## src/rtl/vga_timing_gen_if.sv

```systemverilog
// Raster timing bundle: pixel coordinates, sync pins and frame/second strobes
// that travel together from the timing source to the sprite/background logic.
interface vga_timing_gen_if;
    logic [9:0] Hcount;
    logic [9:0] Vcount;
    logic       Hsync;
    logic       Vsync;
    logic       active;
    logic       frame;
    logic       sec;

    modport master (
        output Hcount, Vcount, Hsync, Vsync, active, frame, sec
    );

    modport slave (
        input  Hcount, Vcount, Hsync, Vsync, active, frame, sec
    );
endinterface

```

## src/rtl/vga_timing_gen.sv

```systemverilog
// 640x480 raster timing source: pixel/line counters, active-low syncs, active
// flag, per-frame and once-per-second strobes, all registered on the same edge.
module vga_timing_gen #(
    parameter int unsigned H_VISIBLE      = 640,
    parameter int unsigned H_SYNC_START   = 655,
    parameter int unsigned H_SYNC_END     = 750,
    parameter int unsigned H_TOTAL        = 800,
    parameter int unsigned V_VISIBLE      = 480,
    parameter int unsigned V_SYNC_START   = 489,
    parameter int unsigned V_SYNC_END     = 490,
    parameter int unsigned V_TOTAL        = 525,
    parameter int unsigned FRAMES_PER_SEC = 60
) (
    input  logic              clk,
    input  logic              reset,
    vga_timing_gen_if.master  vga
);

    localparam int unsigned CW = 10;
    localparam int unsigned FW = (FRAMES_PER_SEC > 1) ? $clog2(FRAMES_PER_SEC) : 1;

    logic [CW-1:0] h_q, h_d;
    logic [CW-1:0] v_q, v_d;
    logic [FW-1:0] fcnt_q, fcnt_d;
    logic          hsync_q, hsync_d;
    logic          vsync_q, vsync_d;
    logic          active_q, active_d;
    logic          frame_q, frame_d;
    logic          sec_q, sec_d;

    // Every output is decoded from the next counter values so that all of
    // them are registered together and describe the same pixel.
    always_comb begin
        h_d      = h_q + CW'(1);
        v_d      = v_q;
        fcnt_d   = fcnt_q;
        hsync_d  = 1'b1;
        vsync_d  = 1'b1;
        active_d = 1'b0;
        frame_d  = 1'b0;
        sec_d    = 1'b0;

        if (h_q == CW'(H_TOTAL - 1)) begin
            h_d = '0;
            if (v_q == CW'(V_TOTAL - 1)) begin
                v_d = '0;
            end else begin
                v_d = v_q + CW'(1);
            end
        end

        hsync_d  = !((h_d >= CW'(H_SYNC_START)) && (h_d <= CW'(H_SYNC_END)));
        vsync_d  = !((v_d >= CW'(V_SYNC_START)) && (v_d <= CW'(V_SYNC_END)));
        active_d = (h_d < CW'(H_VISIBLE)) && (v_d < CW'(V_VISIBLE));
        frame_d  = (h_d == '0) && (v_d == CW'(V_VISIBLE));
        sec_d    = frame_d && (fcnt_q == FW'(FRAMES_PER_SEC - 1));

        // Frame counter advances only on a frame pulse and wraps with sec.
        if (frame_d) begin
            fcnt_d = sec_d ? '0 : fcnt_q + FW'(1);
        end
    end

    always_ff @(posedge clk) begin
        if (reset) begin
            h_q      <= '0;
            v_q      <= '0;
            fcnt_q   <= '0;
            hsync_q  <= 1'b1;
            vsync_q  <= 1'b1;
            active_q <= 1'b1;
            frame_q  <= 1'b0;
            sec_q    <= 1'b0;
        end else begin
            h_q      <= h_d;
            v_q      <= v_d;
            fcnt_q   <= fcnt_d;
            hsync_q  <= hsync_d;
            vsync_q  <= vsync_d;
            active_q <= active_d;
            frame_q  <= frame_d;
            sec_q    <= sec_d;
        end
    end

    assign vga.Hcount = h_q;
    assign vga.Vcount = v_q;
    assign vga.Hsync  = hsync_q;
    assign vga.Vsync  = vsync_q;
    assign vga.active = active_q;
    assign vga.frame  = frame_q;
    assign vga.sec    = sec_q;

endmodule

```

## src/flat_wrapper.sv

```systemverilog
// flat-port wrapper written by rule: the top's interface ports become plain ports
module vga_timing_gen_flat 
#(
    parameter int unsigned H_VISIBLE      = 640,
    parameter int unsigned H_SYNC_START   = 655,
    parameter int unsigned H_SYNC_END     = 750,
    parameter int unsigned H_TOTAL        = 800,
    parameter int unsigned V_VISIBLE      = 480,
    parameter int unsigned V_SYNC_START   = 489,
    parameter int unsigned V_SYNC_END     = 490,
    parameter int unsigned V_TOTAL        = 525,
    parameter int unsigned FRAMES_PER_SEC = 60
)
  (clk, reset, vga_Hcount, vga_Vcount, vga_Hsync, vga_Vsync, vga_active, vga_frame, vga_sec);
  vga_timing_gen_if vga_i ();
  input  logic clk;
  input  logic reset;
  output wire logic [$bits(vga_i.Hcount)-1:0] vga_Hcount;
  output wire logic [$bits(vga_i.Vcount)-1:0] vga_Vcount;
  output wire logic [$bits(vga_i.Hsync)-1:0] vga_Hsync;
  output wire logic [$bits(vga_i.Vsync)-1:0] vga_Vsync;
  output wire logic [$bits(vga_i.active)-1:0] vga_active;
  output wire logic [$bits(vga_i.frame)-1:0] vga_frame;
  output wire logic [$bits(vga_i.sec)-1:0] vga_sec;
  assign vga_Hcount = vga_i.Hcount;
  assign vga_Vcount = vga_i.Vcount;
  assign vga_Hsync = vga_i.Hsync;
  assign vga_Vsync = vga_i.Vsync;
  assign vga_active = vga_i.active;
  assign vga_frame = vga_i.frame;
  assign vga_sec = vga_i.sec;
  vga_timing_gen #(.H_VISIBLE(H_VISIBLE), .H_SYNC_START(H_SYNC_START), .H_SYNC_END(H_SYNC_END), .H_TOTAL(H_TOTAL), .V_VISIBLE(V_VISIBLE), .V_SYNC_START(V_SYNC_START), .V_SYNC_END(V_SYNC_END), .V_TOTAL(V_TOTAL), .FRAMES_PER_SEC(FRAMES_PER_SEC)) u_core (.clk(clk), .reset(reset), .vga(vga_i));
endmodule
```

## config.mk

```make
export PLATFORM = sky130hd
export DESIGN_NAME = vga_timing_gen_flat
export DESIGN_NICKNAME = d
export VERILOG_FILES = /design/src/rtl/vga_timing_gen_if.sv /design/src/rtl/vga_timing_gen.sv /design/src/flat_wrapper.sv
export SDC_FILE = /design/constraint.sdc
export NUM_CORES = 1
export LEC_CHECK = 0
export BUFFER_PORTS_ARGS = -buffer_cell sky130_fd_sc_hd__buf_2
export CORE_ASPECT_RATIO = 1.2
export CORE_MARGIN = 4
export CORE_UTILIZATION = 50
export CTS_CLUSTER_DIAMETER = 120
export CTS_CLUSTER_SIZE = 10
export DETAILED_ROUTE_END_ITERATION = 8
export PLACE_DENSITY = 0.74
export SYNTH_ARGS = -nofsm -noshare
export SYNTH_HDL_FRONTEND = slang
export SYNTH_SLANG_ARGS = --single-unit
export TNS_END_PERCENT = 100
```

## constraint.sdc

```tcl
create_clock -name clk -period 3 [get_ports clk]
set_input_delay 0.6 -clock clk [delete_from_list [all_inputs] [get_ports clk]]
set_output_delay 0.6 -clock clk [all_outputs]
set_load 0.05 [all_outputs]
```

==> reports/results.tsv, run 1 <==
stage	metric	value	unit
global_routing	vias in the first global route	1607	
placed_design	detailed placer's ending HPWL	2.98	mm
cts	Num CTS Buffers	5	
status	status	finished, violations left	
yosys	ys flop type	dfxtp_1	
yosys	Avg Inst Size Synth	8.24	um2
critical_path	Worst Reg-to-Reg Cells	9	
timing	Final period util	101	%
hold_path	Worst Hold Depth	2	
timing	Setup TNS Final	-0.0296	ns
placed_design	GP Congestion	0.877	
critical_path	Reg2Reg Launch Point	u_core.vga.Vcount[0]	
final_layout	area grow syn2layout	30.4	%
critical_path	worst r2r dst	u_core.fcnt_q[2]	
drt	wire per inst	15.0	um
yosys	Seq/Total Area, Yosys	35.9	%
yosys	syn nets	218	
global_routing	global-route wire length before repair	7.42	mm
cts	Clock Pin Slew Worst Setup and Hold Paths	0.07	ns
global_routing	GR Util All Layers	21.9	%
timing	post-layout min period	3.02	ns
critical_path	Worst R2R Setup Slack	-0.02	ns
timing	Hold Vio Cnt, Final	0	
global_routing	largest net degree at the start of global routing	30	
hold_path	worst hold path class	register to register	
placed_design	IO Port Bufs	26	
hold_path	WHS Endpoint	u_core.fcnt_q[5]	
timing	final worst slack	-0.0248	ns
global_routing	initial antenna violation count	0	
critical_path	Worst path slowest cell	or4b_4	
yosys	#FFs+latches synth	31	
critical_path	Startpoint Class	register	
yosys	Netlist Area Pre-Place	1730	um2
cts	H-tree depth	2	
yosys	top-area cell type share of the netlist area	35.9	%
power_and_ir_drop	VDD IR-drop max	0.386	mV
die	DIE WIDTH	61.7	um
cts	CTS tree	built	
yosys	most instantiated library cell after synthesis	dfxtp_1	
timing	unrepaired setup endpoints after global routing	yes	
final_layout	share of cells above drive strength 1	36.0	%
die	io pins	27	
final_layout	Antenna diodes	0	
placed_design	Inst Count DP	282	
die	core area	3340	um2
critical_path	CP max FO	5	
die	Initial Utilization	51.8	%
drt	vias	1742	
critical_path	worst endpoint required time	3.22	ns
cts	largest buffer count on any clock path	2	
cts	clk sinks	31	
drt	Post-route DRC	0	
drt	Final ANT Viol Nets	0	
global_routing	Most Used Layer, Global Route	met2	
critical_path	Worst setup EP type	register	
cts	Worst-Skew Late Latency	0.29	ns
drt	Starting DRT DRC Count	122	
die	die footprint	4470	um2
placed_design	setup slack after placement	-0.0126	ns
critical_path	worst path arrival time	3.24	ns
global_routing	GRT met1 Usage	29.5	%
final_layout	final net count	265	
timing	Worst Skew	0.00650	ns
status	failing checks	negative setup slack	
yosys	post-synth cell types	48	
cts	clock root cell	clkbuf_8	
final_layout	Non-Filler Instances	295	
critical_path	critical path's largest stage delay	0.56	ns
power_and_ir_drop	Cell Pwr Density	410	nW/um2
critical_path	crit-path cells	inv_4 -> ha_1 -> or4b_4 -> or4_4 -> a221oi_4 -> o21ai_2 -> or4b_4 -> or4_1 -> a21oi_1	
timing	final setup fails	2	
timing	Final Max Tran Viols	0	
timing	Slew Limit Headroom	63.9	%
yosys	Commonest cells post-synth	31 x dfxtp_1, 21 x nor2_1, 18 x nand2_1, 17 x a21oi_1	
hold_path	HP Start	u_core.fcnt_q[5]	
timing	Achievable Freq	331	MHz
critical_path	most frequent CP cell	or4b_4	
global_routing	met3 Usage GRT	5.34	%
job	max cap viols	0	
yosys	top post-synthesis cells by area	dfxtp_1 36%, a21oi_1 4.9%, nor2_1 4.6%	
die	std cell rows	23	
global_routing	total grt overflow	0	
critical_path	Setup CP Type	register to register	
yosys	area leader, netlist	dfxtp_1	
power_and_ir_drop	Lkg Pwr	0.000917	uW
drt	drt total wl	4.43	mm
timing	Slew @ Worst Pin	0.541	ns
yosys	EDFF count, synth	0	
yosys	yosys warns	0	
yosys	synthesized instance count	210	
drt	1st-pass router iterations	4	
die	Die Y	72.4	um
yosys	Post-synth ARST share	0	%
global_routing	met2 Track Usage GR	33.1	%
drt	vias per inst	5.91	
-- placed cells by master (no fill, tap or decap), types with 3 or more instances in the layout --
cell       n
buf_2     26
buf_4     22
nor2_1    21
nand2_1   18
dfxtp_1   16
a21oi_1   15
nor3_1    10
dfxtp_2   10
xnor2_1    7
o21ai_0    7
nand3_1    7
or3_1      6
clkbuf_8   6
inv_1      5
nand4_1    5
and3_1     5
ha_1       5
dfxtp_4    5
nand2b_1   4
nor4_1     4
nand3b_1   3
xor2_1     3
or4b_4     3
nor2b_1    3
-- kinds of logic after synthesis --
kind of cell	synth area share [%]
adder cells (fa/ha/maj)	4.34
XOR/XNOR	5.06
multiplexers	0.578
flip-flops	35.9
buffers and inverters	4.56
AND/OR/NAND/NOR	32.5
AO/OA/AOI/OAI	17.1
-- stage by stage --
step / power (uW) / hold slack [ns] / cell area, um2 / utilization, %
2_1_floorplan: 478 / 0.458 / 1780 / -
3_3_place_gp: 493 / 0.472 / 2040 / 61.1
3_5_place_dp: 494 / 0.483 / 2040 / 61.1
4_1_cts: 930 / 0.493 / 2200 / 65.9
5_1_grt: 963 / 0.539 / 2260 / 67.6
6_report: 926 / 0.497 / 2260 / 67.6
-- cell type report --
cell class,instances,area (um2)
repair buffers,49,307
inverters,7,28.8
clock inverters,2,35.0
well taps,37,46.3
multi-input cells,163,1110
clock buffers,6,82.6
flip-flops and latches,31,652
fillers,277,1080
-- routing by layer --
layer | part of all wire, % | up-vias | wire length (um)
li1 | - | 862 | -
met1 | 42 | 813 | 1870
met2 | 50 | 63 | 2210
met3 | 6.8 | 4 | 302
met4 | 0.90 | 0 | 40
met5 | 0 | - | 0
-- timing repair --
action,CTS,global route
resized for setup,4,11
endpoints found under the setup margin,1,5
cloned,1,0
pin swaps,1,5
setup buffers,1,3
hold buffers,0,0
-- state kept, by name, indices dropped and copies added (netlist names) --
name,cells
u_core.vga.sec,1
u_core.vga.Vsync,1
u_core.vga.Hsync,1
u_core.vga.Hcount,10
u_core.vga.frame,1
u_core.vga.Vcount,10
u_core.vga.active,1
u_core.fcnt_q,6
-- critical path: cells and delay by family, from the launching register on --
kind                     cells  cell delay (ns)
AO/OA/AOI/OAI                3             0.53
adder cells (fa/ha/maj)      1             0.12
buffers and inverters        1             0.04
flip-flops                   1             0.35
AND/OR/NAND/NOR              4             1.91
-- power breakdown --
group / internal, uW / switching [uW] / leakage, uW
clock: 269 / 167 / 0.0000612
combinational: 25.9 / 44.8 / 0.000597
sequential: 414 / 5.78 / 0.000259
-- worst max-delay path by stage --
stage	from	endpoint	slack, ns	cells past startpoint
2_1_floorplan	u_core.vga.Vcount[4]	u_core.fcnt_q[4]	-0.04	9
3_3_place_gp	u_core.vga.Vcount[0]	u_core.fcnt_q[2]	0.05	9
3_5_place_dp	u_core.vga.Vcount[0]	u_core.fcnt_q[2]	-0.01	9
4_1_cts	u_core.vga.Vcount[0]	u_core.fcnt_q[2]	-0.01	9
5_1_grt	u_core.vga.Vcount[1]	u_core.fcnt_q[2]	-0.13	9
6_report	u_core.vga.Vcount[0]	u_core.fcnt_q[2]	-0.02	9
Note: power is estimated with default switching activity, not from simulation.
==> run 2, diff against run 1 <==
ABC_AREA = 1   (was unset)
CORE_UTILIZATION = 51   (was 50)
PLACE_DENSITY = 0.75   (was 0.74)
==> run 2 against run 1 <==
Sequential share of layout area increased by 0.84 points. Highest routed layer unchanged. Clock skew decreased by 0.0023 ns. Synthesized area increased by 6.4%. Flip-flop and latch count unchanged. Clock-buffer cell count increased by 2. The run now ends clean.
==> reports/results.tsv, run 2 <==
stage	metric	value	unit	change
status	status	completed		
die	Die Y	73.8	um	+1.9%
die	std cell rows	23		unchanged
global_routing	vias in the first global route	1571		-2.2%
power_and_ir_drop	overall power	812	uW	-12%
yosys	EDFF count, synth	0		unchanged
placed_design	Inst Count DP	326		+16%
critical_path	crit-path cells	ha_1 -> nand2_2 -> nor2_8 -> inv_4 -> nor2_4 -> or2_2 -> nand2_1 -> nor2_2 -> nand2_4 -> nor2_2 -> nand4_1 -> nand2_1 -> nor2_1		
cts	post-CTS sizing	0		-4
timing	Worst Skew	0.00422	ns	-0.00228 ns
placed_design	GP Congestion	0.901		+2.7%
cts	clk sinks	31		unchanged
timing	Hold Vio Cnt, Final	0		unchanged
yosys	top-area cell type share of the netlist area	33.7	%	-2.2 points
yosys	Post-synth ARST share	0	%	unchanged
critical_path	CP max FO	11		+6
placed_design	detailed placer's ending HPWL	3.14	mm	+5.5%
power_and_ir_drop	VDD IR-drop max	0.311	mV	-19%
timing	post-layout min period	2.36	ns	-0.667 ns
global_routing	GR Util All Layers	18.9	%	-3.0 points
die	DIE WIDTH	62.9	um	+1.9%
cts	H-tree depth	2		unchanged
critical_path	worst endpoint required time	3.17	ns	-0.05 ns
drt	Final ANT Viol Nets	0		unchanged
yosys	most instantiated library cell after synthesis	nand2_1		
final_layout	Non-Filler Instances	334		+13%
global_routing	total grt overflow	0		unchanged
cts	largest buffer count on any clock path	2		unchanged
final_layout	most common cell after layout, fill and taps aside	nand2_1		
final_layout	Antenna diodes	0		unchanged
drt	1st-pass router iterations	4		unchanged
cts	CTS tree	built		
global_routing	largest net degree at the start of global routing	25		-17%
drt	drt total wl	4.10	mm	-7.4%
cts	clock root cell	clkbuf_8		
timing	final setup fails	0		-2
cts	Clock Pin Slew Worst Setup and Hold Paths	0.06	ns	about the same
timing	Final Max Tran Viols	0		unchanged
critical_path	Setup CP Type	register to register		
job	max cap viols	0		unchanged
timing	Setup TNS Final	0	ns	+0.0296 ns
global_routing	global-route wire length before repair	6.92	mm	-6.8%
die	io pins	27		unchanged
critical_path	Worst setup EP type	register		
yosys	top post-synthesis cells by area	dfxtp_1 34%, nand2_1 11%, nor2_1 8.8%		
timing	Achievable Freq	424	MHz	+28%
global_routing	initial antenna violation count	0		unchanged
timing	Slew @ Worst Pin	0.459	ns	-0.0824 ns
placed_design	IO Port Bufs	26		unchanged
critical_path	worst path arrival time	2.53	ns	-0.71 ns
drt	vias per inst	5.27		-11%
yosys	yosys warns	0		unchanged
power_and_ir_drop	Cell Pwr Density	389	nW/um2	-5.3%
timing	unrepaired setup endpoints after global routing	no		
drt	Post-route DRC	0		unchanged
die	core area	3400	um2	+1.7%
final_layout	final net count	304		+15%
critical_path	critical path's largest stage delay	0.46	ns	-0.10 ns
timing	Final period util	78.6	%	-22 points
hold_path	worst hold path class	register to register		
power_and_ir_drop	Lkg Pwr	0.00102	uW	+11%
critical_path	Worst path slowest cell	dfxtp_1		
cts	Num CTS Buffers	5		unchanged
yosys	Seq/Total Area, Yosys	33.7	%	-2.2 points
yosys	syn nets	275		+26%
die	die footprint	4640	um2	+3.8%
final_layout	area grow syn2layout	13.4	%	
final_layout	share of cells above drive strength 1	20.9	%	-15 points
timing	Slew Limit Headroom	69.4	%	+5.5 points
yosys	Netlist Area Pre-Place	1840	um2	+6.4%
cts	Worst-Skew Late Latency	0.28	ns	about the same
yosys	area leader, netlist	dfxtp_1		
yosys	Avg Inst Size Synth	6.90	um2	-16%
die	Initial Utilization	54.2	%	+2.4 points
final_layout	most frequent cells in the layout	53 x nand2_1, 43 x nor2_1, 32 x inv_1		
yosys	post-synth cell types	31		-35%
yosys	#FFs+latches synth	31		unchanged
drt	vias	1760		+1.0%
cts	CTS Hold Buffers Added	0		unchanged
yosys	synthesized instance count	267		+27%
critical_path	Startpoint Class	register		
final_layout	fillers	332		+20%
yosys	Commonest cells post-synth	53 x nand2_1, 43 x nor2_1, 32 x inv_1, 31 x dfxtp_1, 28 x nand3_1		
cts	post-CTS setup buffers	0		-1
yosys	ys flop type	dfxtp_1		
drt	wire per inst	12.3	um	-18%
drt	Starting DRT DRC Count	84		-31%
-- run 2: cell count changes after synthesis, sizes merged, moves of 5 or more --
cell and delta:
xnor2 -6, o21ai -5, nand2 +47, a21oi -10
inv +28, or3 -7, nand4 +5, nor2 +32
clkbuf -6, nand3 +23
-- run 2: metrics by stage --
stage                     instance area (um2)  worst slack (ns)  hold slack, ns  utilization (%)
final                                    2090             0.642           0.491             61.5
after global routing                     2090             0.424           0.503             61.5
after CTS                                2090             0.667           0.492             61.5
after detailed placement                 1990             0.694           0.484             58.5
after global placement                   1990             0.783           0.475             58.5
after floorplan                          1840             0.563           0.455                -
-- run 2: per-layer routing --
metal  vias to the layer above  routed length, um  part of all wire [%]  GRT usage [%]
li1                        913                  -                     -              -
met1                       801               1850                    45           22.2
met2                        40               2030                    50           33.1
met3                         6                168                   4.1           5.20
met4                         0                 50                   1.2           6.62
met5                         -                  0                     0              0
-- run 2: cells by family (layout without fill, tap and decap cells) --
| group | Yosys count | in the layout | synth area share [%] |
|---|---|---|---|
| xor gates and xnor gates | 4 | 4 | 1.90 |
| and+or+nand+nor | 171 | 171 | 46.7 |
| DFF | 31 | 31 | 33.7 |
| adders and majority gates | 6 | 6 | 4.08 |
| AOI/OAI and AO/OA | 16 | 16 | 4.69 |
| buffers and inverters | 39 | 69 | 8.90 |
-- run 2: path summary, 6_finish.rpt --
path	end	depth (start not counted)	start	slack, ns
worst max-delay path	u_core.fcnt_q[2]	13	u_core.vga.Hcount[0]	0.64
worst min register to register	u_core.fcnt_q[0]	2	u_core.fcnt_q[0]	0.49
worst min-delay path	u_core.fcnt_q[0]	2	u_core.fcnt_q[0]	0.49
worst max register to register	u_core.fcnt_q[2]	13	u_core.vga.Hcount[0]	0.64
-- run 2: final cells by class --
| type | count | area, um2 | area share (%) |
|---|---|---|---|
| Multi-Input combinational cell | 197 | 1060 | 50.6 |
| Sequential cell | 31 | 621 | 29.7 |
| Inverter | 35 | 134 | 6.41 |
| Timing Repair Buffer | 26 | 130 | 6.23 |
| Clock buffer | 8 | 100 | 4.79 |
| Tap cell | 37 | 46.3 | 2.22 |
-- run 2: power breakdown --
part / switching [uW] / total [uW] / internal (uW)
Clock: 149 / 358 / 209
Combinational: 26.0 / 33.5 / 7.53
Sequential: 5.15 / 420 / 415
-- run 2: critical path: cells and delay by family (launching register included) --
kind                     cells  cell delay (ns)
adder cells (fa/ha/maj)      1             0.23
flip-flops                   1             0.46
buffers and inverters        1             0.05
AND/OR/NAND/NOR             11             1.49
==> run 3, diff against run 2 <==
ABC_AREA = 0   (was 1)
CORE_UTILIZATION = 55   (was 51)
PLACE_DENSITY = 0.78   (was 0.75)
clock period = 2.45 ns   (was 3 ns; I/O delays follow)
==> run 3 against run 2 <==
The run now ends with negative setup slack left. Non-clock buffer count rose by 52. First-iteration DRC count rose by 44%. Register-to-register slack got worse by 1.2 ns. Sequential share of layout area fell by 3.2 points. Largest cell class unchanged. Clock power rose by 8.7%.
==> reports/results.tsv, run 3 (synthesis results as in run 1) <==
stage	metric	value	unit	change
status	status	finished, violations left		
status	failing checks	negative setup slack		
critical_path	Reg2Reg Launch Point	u_core.vga.Hcount[0]		
timing	Hold Vio Cnt, Final	0		unchanged
drt	wire per inst	15.4	um	+25%
global_routing	global-route wire length before repair	8.22	mm	+19%
power_and_ir_drop	Comb pwr share	10.0	%	+5.9 points
die	Initial Utilization	56.6	%	+2.4 points
final_layout	final net count	294		-3.3%
power_and_ir_drop	VDD IR-drop max	0.321	mV	+3.0%
critical_path	Worst R2R Setup Slack	-0.58	ns	-1.22 ns
critical_path	CP max FO	5		-6
power_and_ir_drop	Lkg Pwr	0.00106	uW	+3.9%
timing	Slew @ Worst Pin	0.560	ns	+0.101 ns
cts	CTS tree	built		
drt	drt total wl	4.97	mm	+21%
final_layout	fillers	216		-35%
power_and_ir_drop	Net Sw Frac	25.4	%	+3.2 points
final_layout	area grow syn2layout	42.3	%	
global_routing	Most Used Layer, Global Route	met2		
cts	clk sinks	31		unchanged
global_routing	met2 Track Usage GR	41.3	%	+8.3 points
cts	Num CTS Buffers	5		unchanged
final_layout	most frequent cells in the layout	51 x buf_4, 26 x buf_2, 20 x nor2_1		
placed_design	IO Port Bufs	26		unchanged
timing	final worst slack	-0.582	ns	-1.22 ns
placed_design	setup slack after placement	-0.589	ns	-1.28 ns
final_layout	FF+latch area	652	um2	+5.0%
critical_path	worst setup path endpoint	u_core.fcnt_q[3]		
timing	Slew Limit Headroom	62.7	%	-6.7 points
drt	vias per inst	5.85		+11%
die	io pins	27		unchanged
timing	Achievable Freq	330	MHz	-22%
power_and_ir_drop	Cell Pwr Density	406	nW/um2	+4.5%
hold_path	HP Start	u_core.fcnt_q[0]		
critical_path	crit path from	u_core.vga.Hcount[0]		
global_routing	vias in the first global route	1793		+14%
global_routing	GRT met1 Usage	30.9	%	+8.6 points
die	std cell rows	22		-4.3%
timing	final setup fails	7		+7
timing	unrepaired setup endpoints after global routing	yes		
timing	post-layout min period	3.03	ns	+0.675 ns
die	Die Y	69.4	um	-5.9%
drt	Starting DRT DRC Count	121		+44%
critical_path	worst endpoint required time	2.67	ns	-0.50 ns
job	max cap viols	0		unchanged
cts	Worst-Skew Late Latency	0.35	ns	+0.07 ns
final_layout	area occupied by multi-input gates	1130	um2	+7.0%
power_and_ir_drop	Flop pwr share	51.1	%	-0.7 points
cts	H-tree depth	2		unchanged
global_routing	largest net degree at the start of global routing	30		+20%
power_and_ir_drop	P_sw	254	uW	+41%
die	DIE WIDTH	59.2	um	-5.8%
critical_path	Startpoint Class	register		
die	die footprint	4110	um2	-11%
critical_path	Worst setup EP type	register		
global_routing	GR Util All Layers	25.4	%	+6.5 points
final_layout	Final Util	80.6	%	+19 points
power_and_ir_drop	Pint	746	uW	+18%
timing	Final Max Tran Viols	0		unchanged
timing	Worst Skew	0.00753	ns	+0.00331 ns
critical_path	worst path arrival time	3.25	ns	+0.72 ns
cts	Clock Pin Slew Worst Setup and Hold Paths	0.10	ns	+0.04 ns
hold_path	worst hold path class	register to register		
drt	1st-pass router iterations	5		+1
final_layout	most common cell after layout, fill and taps aside	buf_4		
cts	clock root cell	clkbuf_4		
drt	Post-route DRC	0		unchanged
timing	Final period util	124	%	+45 points
critical_path	worst r2r dst	u_core.fcnt_q[3]		
critical_path	Setup CP Type	register to register		
power_and_ir_drop	Clock Power Share	38.9	%	-5.2 points
global_routing	initial antenna violation count	0		unchanged
critical_path	Worst Reg-to-Reg Cells	10		-3
placed_design	GP Congestion	0.885		-1.8%
cts	CTS Hold Buffers Added	0		unchanged
drt	vias	1889		+7.3%
global_routing	total grt overflow	0		unchanged
die	core area	3060	um2	-10%
global_routing	met3 Usage GRT	6.89	%	+1.7 points
final_layout	share of cells above drive strength 1	43.2	%	+22 points
cts	largest buffer count on any clock path	2		unchanged
placed_design	detailed placer's ending HPWL	3.36	mm	+7.0%
drt	Final ANT Viol Nets	0		unchanged
final_layout	Antenna diodes	0		unchanged
run 3: cell count changes in the layout (fill, tap and decap cells not counted), sizes merged, moves of 5 or more:
cell   before  now
nand3      30    7
buf        26   78
a21oi       7   17
nor2       53   21
inv        35    7
or3         0    7
nand4      10    5
nand2      65   18
o21ai       6   11
xnor2       1    7
run 3: through the flow:
step	std cells	hold slack (ns)	power (uW)	TNS [ns]	instance area, um2
after floorplan	210	0.458	585	-3.10	1780
after global placement	309	0.480	609	-2.59	2250
after detailed placement	309	0.488	612	-3.08	2250
after CTS	321	0.511	1000	-2.81	2390
after global routing	323	0.546	1040	-3.97	2460
final	323	0.511	1000	-3.15	2460
run 3: worst max-delay path, cell delays in order, from the launching register on:
cell	delay (ns)
dfxtp_4	0.37
ha_4	0.13
nand4_1	0.21
nor3_1	0.48
o21ai_0	0.19
a2111o_1	0.45
or4b_4	0.58
buf_4	0.16
buf_6	0.11
o21ai_2	0.13
a21oi_1	0.08
run 3: cell type report:
type	count	area share (%)
sequential	31	26.5
timing repair buffer	78	21.3
multi-input combinational	163	45.9
clock inverter	1	0.203
tap	36	1.83
inverter	7	1.17
clock buffer	7	3.10
run 3: how the worst min path moves through the flow:
stage	slack [ns]	endpoint	cells after the start
after floorplan	0.46	u_core.fcnt_q[5]	2
after global placement	0.48	u_core.fcnt_q[5]	2
after detailed placement	0.49	u_core.fcnt_q[5]	2
after CTS	0.51	u_core.fcnt_q[5]	2
after global routing	0.55	u_core.fcnt_q[5]	2
final	0.51	u_core.fcnt_q[0]	2
run 3: routing by layer:
layer	part of all wire (%)	vias to the layer above
met5	0	-
met4	3.3	0
met3	6.0	18
met2	51	73
met1	40	879
li1	-	919
run 3: what timing repair did:
item                                    4_1_cts  5_1_grt
resized for setup                             7        9
endpoints found under the setup margin        6       10
pin swaps                                     8        1
setup buffers                                 3        2
cloned                                        1        0
run 3: power groups by stage:
stage,logic (uW),clock network (uW),registers (uW)
final,99.6,389,512
after global routing,108,418,513
after CTS,97.1,391,512
after detailed placement,88.2,0,523
after global placement,86.0,0,523
after floorplan,36.5,0,549
